## src/rtl/id_pkg.sv

```systemverilog
// Shared constants and types for the decode/issue stage: opcodes, widths,
// hazard FSM states, decoded control bundle and the ID/EX register layout.
package id_pkg;

    localparam int unsigned DW = 32;
    localparam int unsigned AW = 5;

    localparam logic [5:0] OP_RTYPE = 6'h00;
    localparam logic [5:0] OP_LW    = 6'h23;
    localparam logic [5:0] OP_SW    = 6'h2B;
    localparam logic [5:0] OP_ADDI  = 6'h08;
    localparam logic [5:0] OP_BEQ   = 6'h04;

    typedef enum logic {Run, Bubble} hz_state_e;

    typedef struct packed {
        logic          regwrite;
        logic          memread;
        logic          memwrite;
        logic          illegal;
        logic          uses_rt;
        logic [AW-1:0] dst;
    } ctrl_t;

    typedef struct packed {
        logic          valid;
        logic [5:0]    op;
        logic [5:0]    funct;
        logic [DW-1:0] rs_val;
        logic [DW-1:0] rt_val;
        logic [DW-1:0] imm;
        logic [AW-1:0] rs;
        logic [AW-1:0] rt;
        logic [AW-1:0] dst;
        logic          regwrite;
        logic          memread;
        logic          memwrite;
        logic          illegal;
    } ex_t;

endpackage

```

## src/rtl/id_ex_stage_if.sv

```systemverilog
// Signal bundle around the decode/issue stage: IF/ID input, register-file
// read/write snoop ports and the ID/EX outputs.
interface id_ex_stage_if import id_pkg::*; ();

    logic          if_valid;
    logic [31:0]   if_instr;
    logic          flush;
    logic          ex_ready;
    logic [AW-1:0] A1;
    logic [AW-1:0] A2;
    logic [DW-1:0] RD1;
    logic [DW-1:0] RD2;
    logic          wb_we;
    logic [AW-1:0] wb_addr;
    logic [DW-1:0] wb_data;
    logic          id_stall;
    logic          ex_valid;
    logic [5:0]    ex_op;
    logic [5:0]    ex_funct;
    logic [DW-1:0] ex_rs_val;
    logic [DW-1:0] ex_rt_val;
    logic [DW-1:0] ex_imm;
    logic [AW-1:0] ex_rs;
    logic [AW-1:0] ex_rt;
    logic [AW-1:0] ex_dst;
    logic          ex_regwrite;
    logic          ex_memread;
    logic          ex_memwrite;
    logic          ex_illegal;

    modport master (
        output if_valid, if_instr, flush, ex_ready, RD1, RD2, wb_we, wb_addr, wb_data,
        input  A1, A2, id_stall, ex_valid, ex_op, ex_funct, ex_rs_val, ex_rt_val, ex_imm,
               ex_rs, ex_rt, ex_dst, ex_regwrite, ex_memread, ex_memwrite, ex_illegal
    );

    modport slave (
        input  if_valid, if_instr, flush, ex_ready, RD1, RD2, wb_we, wb_addr, wb_data,
        output A1, A2, id_stall, ex_valid, ex_op, ex_funct, ex_rs_val, ex_rt_val, ex_imm,
               ex_rs, ex_rt, ex_dst, ex_regwrite, ex_memread, ex_memwrite, ex_illegal
    );

endinterface

```

## src/rtl/id_decoder.sv

```systemverilog
// Purely combinational opcode-to-control mapping for the decode stage.
module id_decoder import id_pkg::*; (
    input  logic [5:0]    op_i,
    input  logic [AW-1:0] rt_i,
    input  logic [AW-1:0] rd_i,
    output ctrl_t         ctrl_o
);

    always_comb begin
        ctrl_o = '0;
        case (op_i)
            OP_RTYPE: begin
                ctrl_o.regwrite = 1'b1;
                ctrl_o.uses_rt  = 1'b1;
                ctrl_o.dst      = rd_i;
            end
            OP_LW: begin
                ctrl_o.regwrite = 1'b1;
                ctrl_o.memread  = 1'b1;
                ctrl_o.dst      = rt_i;
            end
            OP_SW: begin
                ctrl_o.memwrite = 1'b1;
                ctrl_o.uses_rt  = 1'b1;
            end
            OP_ADDI: begin
                ctrl_o.regwrite = 1'b1;
                ctrl_o.dst      = rt_i;
            end
            OP_BEQ:  ctrl_o.uses_rt = 1'b1;
            default: ctrl_o.illegal = 1'b1;
        endcase
        // r0 is hard-wired, so a write to it is dropped here
        if (ctrl_o.dst == '0) begin
            ctrl_o.regwrite = 1'b0;
        end
    end

endmodule

```

## src/rtl/id_ex_stage.sv

```systemverilog
// Decode/issue stage: register-file read, load-use bubble FSM and ID/EX register.
// ID_WB_BYPASS_EN: forward the same-cycle WB write instead of stalling on it.
module id_ex_stage import id_pkg::*; (
    input logic          clk,
    input logic          reset,
    id_ex_stage_if.slave bus_io
);

    logic [5:0]    op;
    logic [AW-1:0] rs, rt, rd;
    ctrl_t         ctrl;
    logic          wb_hit_rs, wb_hit_rt, hz_load_use, hz;
    logic [DW-1:0] rs_src, rt_src;
    hz_state_e     state_q, state_d;
    ex_t           ex_q, ex_d, issue;
    logic          id_stall;

    assign op = bus_io.if_instr[31:26];
    assign rs = bus_io.if_instr[25:21];
    assign rt = bus_io.if_instr[20:16];
    assign rd = bus_io.if_instr[15:11];

    assign bus_io.A1 = rs;
    assign bus_io.A2 = rt;

    id_decoder u_decoder (
        .op_i   (op),
        .rt_i   (rt),
        .rd_i   (rd),
        .ctrl_o (ctrl)
    );

    assign wb_hit_rs = bus_io.wb_we && (bus_io.wb_addr != '0) && (bus_io.wb_addr == rs);
    assign wb_hit_rt = bus_io.wb_we && (bus_io.wb_addr != '0) && (bus_io.wb_addr == rt);

    assign hz_load_use = ex_q.valid && ex_q.memread && (ex_q.rt != '0) &&
                         ((ex_q.rt == rs) || ((ex_q.rt == rt) && ctrl.uses_rt));

`ifdef ID_WB_BYPASS_EN
    assign hz     = hz_load_use;
    assign rs_src = wb_hit_rs ? bus_io.wb_data : bus_io.RD1;
    assign rt_src = wb_hit_rt ? bus_io.wb_data : bus_io.RD2;
`else
    // Without forwarding, wait one cycle so the register file holds the new value
    assign hz     = hz_load_use || wb_hit_rs || wb_hit_rt;
    assign rs_src = bus_io.RD1;
    assign rt_src = bus_io.RD2;
`endif

    always_comb begin
        issue = '0;
        if (bus_io.if_valid) begin
            issue.valid    = 1'b1;
            issue.op       = op;
            issue.funct    = bus_io.if_instr[5:0];
            issue.rs_val   = (rs == '0) ? '0 : rs_src;
            issue.rt_val   = (rt == '0) ? '0 : rt_src;
            issue.imm      = {{16{bus_io.if_instr[15]}}, bus_io.if_instr[15:0]};
            issue.rs       = rs;
            issue.rt       = rt;
            issue.dst      = ctrl.dst;
            issue.regwrite = ctrl.regwrite;
            issue.memread  = ctrl.memread;
            issue.memwrite = ctrl.memwrite;
            issue.illegal  = ctrl.illegal;
        end
    end

    always_comb begin
        state_d  = state_q;
        ex_d     = ex_q;
        id_stall = 1'b0;
        if (!bus_io.ex_ready) begin
            id_stall = 1'b1;
        end else if (bus_io.flush) begin
            ex_d    = '0;
            state_d = Run;
        end else if ((state_q == Run) && bus_io.if_valid && hz) begin
            ex_d     = '0;
            id_stall = 1'b1;
            state_d  = Bubble;
        end else begin
            ex_d    = issue;
            state_d = Run;
        end
    end

    always_ff @(posedge clk or negedge reset) begin
        if (!reset) begin
            state_q <= Run;
            ex_q    <= '0;
        end else begin
            state_q <= state_d;
            ex_q    <= ex_d;
        end
    end

    assign bus_io.id_stall    = id_stall;
    assign bus_io.ex_valid    = ex_q.valid;
    assign bus_io.ex_op       = ex_q.op;
    assign bus_io.ex_funct    = ex_q.funct;
    assign bus_io.ex_rs_val   = ex_q.rs_val;
    assign bus_io.ex_rt_val   = ex_q.rt_val;
    assign bus_io.ex_imm      = ex_q.imm;
    assign bus_io.ex_rs       = ex_q.rs;
    assign bus_io.ex_rt       = ex_q.rt;
    assign bus_io.ex_dst      = ex_q.dst;
    assign bus_io.ex_regwrite = ex_q.regwrite;
    assign bus_io.ex_memread  = ex_q.memread;
    assign bus_io.ex_memwrite = ex_q.memwrite;
    assign bus_io.ex_illegal  = ex_q.illegal;

endmodule

```

## src/flat_wrapper.sv

```systemverilog
// flat-port wrapper written by rule: the top's interface ports become plain ports
module id_ex_stage_flat import id_pkg::*;
  (clk, reset, bus_io_if_valid, bus_io_if_instr, bus_io_flush, bus_io_ex_ready, bus_io_RD1, bus_io_RD2, bus_io_wb_we, bus_io_wb_addr, bus_io_wb_data, bus_io_A1, bus_io_A2, bus_io_id_stall, bus_io_ex_valid, bus_io_ex_op, bus_io_ex_funct, bus_io_ex_rs_val, bus_io_ex_rt_val, bus_io_ex_imm, bus_io_ex_rs, bus_io_ex_rt, bus_io_ex_dst, bus_io_ex_regwrite, bus_io_ex_memread, bus_io_ex_memwrite, bus_io_ex_illegal);
  id_ex_stage_if bus_io_i ();
  input logic clk;
  input logic reset;
  input wire logic [$bits(bus_io_i.if_valid)-1:0] bus_io_if_valid;
  input wire logic [$bits(bus_io_i.if_instr)-1:0] bus_io_if_instr;
  input wire logic [$bits(bus_io_i.flush)-1:0] bus_io_flush;
  input wire logic [$bits(bus_io_i.ex_ready)-1:0] bus_io_ex_ready;
  input wire logic [$bits(bus_io_i.RD1)-1:0] bus_io_RD1;
  input wire logic [$bits(bus_io_i.RD2)-1:0] bus_io_RD2;
  input wire logic [$bits(bus_io_i.wb_we)-1:0] bus_io_wb_we;
  input wire logic [$bits(bus_io_i.wb_addr)-1:0] bus_io_wb_addr;
  input wire logic [$bits(bus_io_i.wb_data)-1:0] bus_io_wb_data;
  output wire logic [$bits(bus_io_i.A1)-1:0] bus_io_A1;
  output wire logic [$bits(bus_io_i.A2)-1:0] bus_io_A2;
  output wire logic [$bits(bus_io_i.id_stall)-1:0] bus_io_id_stall;
  output wire logic [$bits(bus_io_i.ex_valid)-1:0] bus_io_ex_valid;
  output wire logic [$bits(bus_io_i.ex_op)-1:0] bus_io_ex_op;
  output wire logic [$bits(bus_io_i.ex_funct)-1:0] bus_io_ex_funct;
  output wire logic [$bits(bus_io_i.ex_rs_val)-1:0] bus_io_ex_rs_val;
  output wire logic [$bits(bus_io_i.ex_rt_val)-1:0] bus_io_ex_rt_val;
  output wire logic [$bits(bus_io_i.ex_imm)-1:0] bus_io_ex_imm;
  output wire logic [$bits(bus_io_i.ex_rs)-1:0] bus_io_ex_rs;
  output wire logic [$bits(bus_io_i.ex_rt)-1:0] bus_io_ex_rt;
  output wire logic [$bits(bus_io_i.ex_dst)-1:0] bus_io_ex_dst;
  output wire logic [$bits(bus_io_i.ex_regwrite)-1:0] bus_io_ex_regwrite;
  output wire logic [$bits(bus_io_i.ex_memread)-1:0] bus_io_ex_memread;
  output wire logic [$bits(bus_io_i.ex_memwrite)-1:0] bus_io_ex_memwrite;
  output wire logic [$bits(bus_io_i.ex_illegal)-1:0] bus_io_ex_illegal;
  assign bus_io_i.if_valid = bus_io_if_valid;
  assign bus_io_i.if_instr = bus_io_if_instr;
  assign bus_io_i.flush = bus_io_flush;
  assign bus_io_i.ex_ready = bus_io_ex_ready;
  assign bus_io_i.RD1 = bus_io_RD1;
  assign bus_io_i.RD2 = bus_io_RD2;
  assign bus_io_i.wb_we = bus_io_wb_we;
  assign bus_io_i.wb_addr = bus_io_wb_addr;
  assign bus_io_i.wb_data = bus_io_wb_data;
  assign bus_io_A1 = bus_io_i.A1;
  assign bus_io_A2 = bus_io_i.A2;
  assign bus_io_id_stall = bus_io_i.id_stall;
  assign bus_io_ex_valid = bus_io_i.ex_valid;
  assign bus_io_ex_op = bus_io_i.ex_op;
  assign bus_io_ex_funct = bus_io_i.ex_funct;
  assign bus_io_ex_rs_val = bus_io_i.ex_rs_val;
  assign bus_io_ex_rt_val = bus_io_i.ex_rt_val;
  assign bus_io_ex_imm = bus_io_i.ex_imm;
  assign bus_io_ex_rs = bus_io_i.ex_rs;
  assign bus_io_ex_rt = bus_io_i.ex_rt;
  assign bus_io_ex_dst = bus_io_i.ex_dst;
  assign bus_io_ex_regwrite = bus_io_i.ex_regwrite;
  assign bus_io_ex_memread = bus_io_i.ex_memread;
  assign bus_io_ex_memwrite = bus_io_i.ex_memwrite;
  assign bus_io_ex_illegal = bus_io_i.ex_illegal;
  id_ex_stage u_core (.clk(clk), .reset(reset), .bus_io(bus_io_i));
endmodule
```

## config.mk

```make
export PLATFORM = sky130hd
export DESIGN_NAME = id_ex_stage_flat
export DESIGN_NICKNAME = d
export VERILOG_FILES = /design/src/rtl/id_pkg.sv /design/src/rtl/id_ex_stage_if.sv /design/src/rtl/id_decoder.sv /design/src/rtl/id_ex_stage.sv /design/src/flat_wrapper.sv
export SDC_FILE = /design/constraint.sdc
export NUM_CORES = 1
export LEC_CHECK = 0
export ABC_AREA = 0
export CORE_UTILIZATION = 34
export CTS_BUF_LIST = sky130_fd_sc_hd__clkbuf_16
export CTS_CLUSTER_SIZE = 28
export DETAILED_ROUTE_END_ITERATION = 7
export PLACE_DENSITY = 0.85
export RECOVER_POWER = 25
export SKIP_LAST_GASP = 1
export SYNTH_ARGS = -nofsm -noshare
export SYNTH_HDL_FRONTEND = slang
export SYNTH_SLANG_ARGS = --single-unit
```

## constraint.sdc

```tcl
create_clock -name clk -period 1.86 [get_ports clk]
set_input_delay 0.186 -clock clk [delete_from_list [all_inputs] [get_ports clk]]
set_output_delay 0.186 -clock clk [all_outputs]
set_load 0.01 [all_outputs]
```

# After elaboration in Yosys (flattened, before gate mapping)
# Cells that the tools add are included.
[totals]
word_cells = 60
regBits = 129
output_inout_bits = 139
[classes]
muxes = 15
bitwise_logic = 1
eq_ne = 8
reduce_logical = 22
[ops]
columns = ["op", "n"]
rows = [
  ["$mux W128", 3],
  ["$mux W32", 2],
  ["$eq A5 B5 Y1", 4],
  ["$logic_not A5 Y1", 3],
  ["$eq A6 B6 Y1 const B", 2],
  ["$pmux W5 S2", 1],
  ["$reduce_bool A5 Y1", 2],
  ["$logic_and A1 B1 Y1", 9],
  ["$mux W1", 9],
  ["$eq A6 B3 Y1 const B", 1],
  ["$eq A6 B4 Y1 const B", 1],
  ["$logic_not A6 Y1", 1],
  ["$reduce_or A3 Y1", 2],
  ["$reduce_or A5 Y1", 1],
  ["$logic_or A1 B1 Y1", 3],
  ["$reduce_or A2 Y1", 1],
  ["$not A1 Y1", 1],
]

# Logic depth before layout (Yosys ltp)
[depth]
word_depth = 12
mapped_depth = 7

# Hierarchy
# From an unflattened synthesis, not the netlist that was laid out.
[hier_totals]
cells_unflattened = 425
hier_area_um2 = 4969.8
[by_module_without_submodules]
columns = ["mod", "cells_per_inst", "area_per_inst_um2", "n_inst"]
rows = [
  ["id_ex_stage", 398, 4782.1, 1],
  ["id_decoder", 27, 187.7, 1],
]

# Worst setup path before layout
# No wires, ideal clock.
[synth_path]
kind = "register to register"
from = "register u_core.ex_q, in the netlist u_core.bus_io.ex_rt[0]"
to = "register u_core.ex_q, in the netlist u_core.bus_io.ex_illegal"
t_required_ns = 1.738
arrival_ns = 1.732
path_buffers = 1
setup_slack_ns = 0.007
stages_incl_launch_ff = 8
cell_sequence = "dfrtp_1 > xor2_1 > nor4_1 > nand4b_1 > o211ai_4 > a21oi_4 > buf_2 > a32o_1"
[synth_between]
elab_chain_cells = 9
elab_cells_between_ends = 12
[synth_rtl]
columns = ["element", "line_no", "rtl"]
rows = [
  ["start: declaration", "id_ex_stage.sv:15", "ex_t ex_q, ex_d, issue;"],
  ["start signal: assignment", "id_ex_stage.sv:91", "ex_q <= '0;"],
  ["start signal: assignment", "id_ex_stage.sv:94", "ex_q <= ex_d;"],
  ["$eq A5 B5 Y1", "id_ex_stage.sv:37", "((ex_q.rt == rs) || ((ex_q.rt == rt) && ctrl.uses_rt));"],
  ["$logic_and A1 B1 Y1", "id_ex_stage.sv:37", ""],
  ["$logic_or A1 B1 Y1", "id_ex_stage.sv:37", ""],
  ["$logic_and A1 B1 Y1 (*)", "id_ex_stage.sv:36", "assign hz_load_use = ex_q.valid && ex_q.memread && (ex_q.rt != '0) &&"],
  ["$logic_or A1 B1 Y1 (*) (2 in series)", "id_ex_stage.sv:45", "assign hz = hz_load_use || wb_hit_rs || wb_hit_rt;"],
  ["$logic_and A1 B1 Y1 (*)", "id_ex_stage.sv:78", "end else if ((state_q == Run) && bus_io.if_valid && hz) begin"],
  ["$mux W128 (*)", "id_ex_stage.sv:78", ""],
  ["$mux W128 (*)", "id_ex_stage.sv:75", "end else if (bus_io.flush) begin"],
]
# Mark *: on every way between the ends. The rest lies on a longest branch, timed or not.
# A chain may end at the register's enable or synchronous reset.

# Worst setup path after layout
[layout_path]
from = "register u_core.ex_q, in the netlist u_core.bus_io.ex_rt[0]"
to = "output port bus_io_id_stall"
[layout_between]
elab_chain_cells = 10
elab_cells_between_ends = 13
[layout_rtl]
columns = ["element", "line_no", "rtl"]
rows = [
  ["$eq A5 B5 Y1", "id_ex_stage.sv:37", ""],
  ["$logic_and A1 B1 Y1", "id_ex_stage.sv:37", ""],
  ["$logic_or A1 B1 Y1", "id_ex_stage.sv:37", ""],
  ["$logic_and A1 B1 Y1 (*)", "id_ex_stage.sv:36", ""],
  ["$logic_or A1 B1 Y1 (*) (2 in series)", "id_ex_stage.sv:45", ""],
  ["$logic_and A1 B1 Y1 (*)", "id_ex_stage.sv:78", ""],
  ["$mux W1 (*)", "id_ex_stage.sv:78", ""],
  ["$mux W1 (*)", "id_ex_stage.sv:75", ""],
  ["$mux W1 (*)", "id_ex_stage.sv:73", "if (!bus_io.ex_ready) begin"],
  ["end: declaration", "flat_wrapper.sv:18", "output wire logic [$bits(bus_io_i.id_stall)-1:0] bus_io_id_stall;"],
]
# Marked as above.

==> results.yml <==
yosys:
  synth-warning-count: 0
  synth_top_flop_cell: "dfrtp_1"
  async_reset_ff_share_pct: 100
  synth.avg_cell_area_um2: 13.4
  synth-edff-count: 0
  ys_ff_latch: 107
  yosys-top-cells-count: "a22o_1, dfrtp_1, buf_4, xor2_1, clkbuf_1"
  synth_nets: 477
  syn-cell-area_um2: 4530
  netlist_instances: 338
  synth_top_area_share_pct: 59.1
  synth_top_cell_by_area: "dfrtp_1"
  ys_seq_area_share_pct: 59.1
  synthDistinctLibCells: 34
  yosys-top-cells-area: "dfrtp_1, a22o_1, buf_4"
global_route:
  grt_pass1_wl_um: 22300
  first_global_vias: 4046
  grt-ovfl-total: 0
  grt_max_degree: 61
  grtUsageTotal_pct: 20.8
  antenna_found_initial: 0
cells_and_area:
  finalNetCount: 731
  final_core_util_pct: 59.8
  n_fill_cell: 998
  regArea_um2: 2680
  diodes: 0
  final_area_um2: 7660
  area_growth_pct: 69.2
  multi_input_area_um2: 1500
  final_cells: 769
  layout-drive-gt1-share_pct: 13.2
critical_path:
  crit_type: "reg2out"
  path_max_fanout: 3
  cp-end-kind: "primary output"
  critical_path.max_stage_delay_ps: 430
  cp_cell_sequence: "xor2_1 > nor4_1 > nand4b_1 > o211ai_4 > nand2_2 > o21ai_2 > buf_2"
  worstRegToRegCells: 9
  arrival_ps: 1930
  startpoint_type: "flop"
  cp_top_family: "simple AND/OR/NAND/NOR gates"
  crit_buf_inv: 1
  reg2reg_to: "u_core.bus_io.ex_op[3]"
  worstReg2RegStart: "u_core.bus_io.ex_rt[0]"
  cp_slowest_cell: "dfrtp_1"
  r2r_setup_slack_ps: -200
  critPathRequiredTime_ps: 1670
placed_design:
  place_inst: 746
  dp_hpwl_um: 10300
  io_buffers: 245
  dpl_cell_area_um2: 7220
  place_ws_ps: -732
  routabilityCongestion: 0.884
clock_tree:
  clock-root-buffer: "clkbuf_16"
  tritoncts: "yes"
  cts_sinks: 107
  cts_buffer_depth: 2
  path_clk_slew_ps: 70
  clk_latency_ps: 350
  cts_buffers: 9
  htree_levels: 3
detailed_routing:
  first_iter_violations: 140
  dr.max_layer_used: "met4"
  wl_met3_um: 833
  ant_nets: 0
  routedWlPerCell_um: 18.4
  drtPass1Iterations: 4
  drc: 0
  met1_length_um: 5610
  vias: 3835
  wl_met2_um: 7220
  wl_um: 14200
  drt-vias-per-instance: 4.99
floorplan:
  core_um2: 12800
  die_y_um: 117
  dieArea_um2: 13800
  die_w_um: 117
  row_count: 41
  start_util_pct: 35.3
  pin_count: 278
min_path:
  whs_path_depth: 2
  min-delay-start: "bus_io_if_instr[27]"
  hold_class: "in2reg"
  worstHoldEndpoint: "u_core.bus_io.ex_op[1]"
sta:
  finalCriticalPeriod_ps: 2110
  slew_headroom_pct: 51.5
  slew_violations: 0
  setup_viol: 107
  fin_ws_ps: -254
  hold_ws_ps: 241
  rsz0062_at_grt: "yes"
  skew_ps: 7.32
  finalCritPeriodShare_pct: 114
  max_slew.worst_pin.slew_ps: 727
  setup_tns_ps: -13180
  report.final.hold_viol_count: 0
  max_freq_mhz: 473
status:
  violations: "setup timing"
  status: "complete, but fails checks"
power_and_ir_drop:
  power.density_cell_area_nw_per_um2: 738
  p_total_mw: 5.66
  p_leak_nw: 3.41
  ir_worst_vdd_v: 0.000364
flow_run:
  drv_cap: 0
state kept, by name, indices dropped and copies added (netlist names), 5 cells and up:
register                 flops
u_core.bus_io.ex_dst         5
u_core.bus_io.ex_imm        16
u_core.bus_io.ex_op          6
u_core.bus_io.ex_rs          5
u_core.bus_io.ex_rs_val     32
u_core.bus_io.ex_rt          5
u_core.bus_io.ex_rt_val     32
timing repair:
action                                 in CTS  in global routing
cloned                                      0                  3
setup buffers                               1                  2
endpoints found under the hold margin      72                  0
pin swaps                                   4                  8
hold buffers                                1                  0
setup endpoints to repair                 105                124
gates resized for setup                     6                 14
cells in the final DEF (no fill, tap or decap), types with 2 or more instances in the layout:
master	Yosys	layout
clkdlybuf4s50_1	0	240
a22o_1	107	107
dfrtp_1	107	106
buf_4	32	39
xor2_1	18	18
clkbuf_16	0	11
nor2_1	7	7
inv_1	3	6
buf_6	6	6
buf_12	0	4
nor3_1	4	3
nand2_1	4	3
nor4_1	4	3
or4_1	3	3
a32o_1	3	3
dlymetal6s2s_1	0	3
xnor2_1	2	2
clkinv_2	0	2
a211oi_4	2	2
and2_1	2	2
bufinv_16	0	2
per-layer routing:
layer,track usage (%),vias up
met4,11.0,0
met3,4.04,33
li1,-,1762
met5,0,-
met2,35.1,152
met1,25.1,1888
cell families after synthesis:
kind of cell,synth area share [%]
xor gates and xnor gates,3.87
and+or+nand+nor,3.70
buffers and inverters,8.56
AOI/OAI and AO/OA,24.8
DFF,59.1
cell type report:
cell class	instances	share of cell area, %
clock buffers	9	2.94
clock inverters	7	1.11
inverters	4	0.212
multi-input cells	173	19.5
flip-flops and latches	107	34.9
well taps	172	2.81
repair buffers	297	38.5
how the worst max path moves through the flow:
stage / start / to / slack [ps] / depth (start not counted)
after floorplan: u_core.bus_io.ex_rt[0] / u_core.bus_io.ex_illegal / 7 / 7
after global placement: bus_io_if_instr[27] / bus_io_id_stall / -760 / 8
after detailed placement: bus_io_if_instr[27] / bus_io_id_stall / -730 / 8
after CTS: u_core.bus_io.ex_rt[0] / bus_io_id_stall / -280 / 7
after global routing: u_core.bus_io.ex_rt[0] / bus_io_id_stall / -350 / 7
final: u_core.bus_io.ex_rt[0] / bus_io_id_stall / -250 / 7
power breakdown:
part	internal [mW]	total [mW]	leakage, nW	switching [mW]
Clock	1.17	2.01	0.164	0.843
Combinational	0.674	1.11	1.80	0.438
Sequential	2.45	2.53	1.45	0.0859
Total	4.29	5.66	3.41	1.37
(Power assumes the default switching activity.)
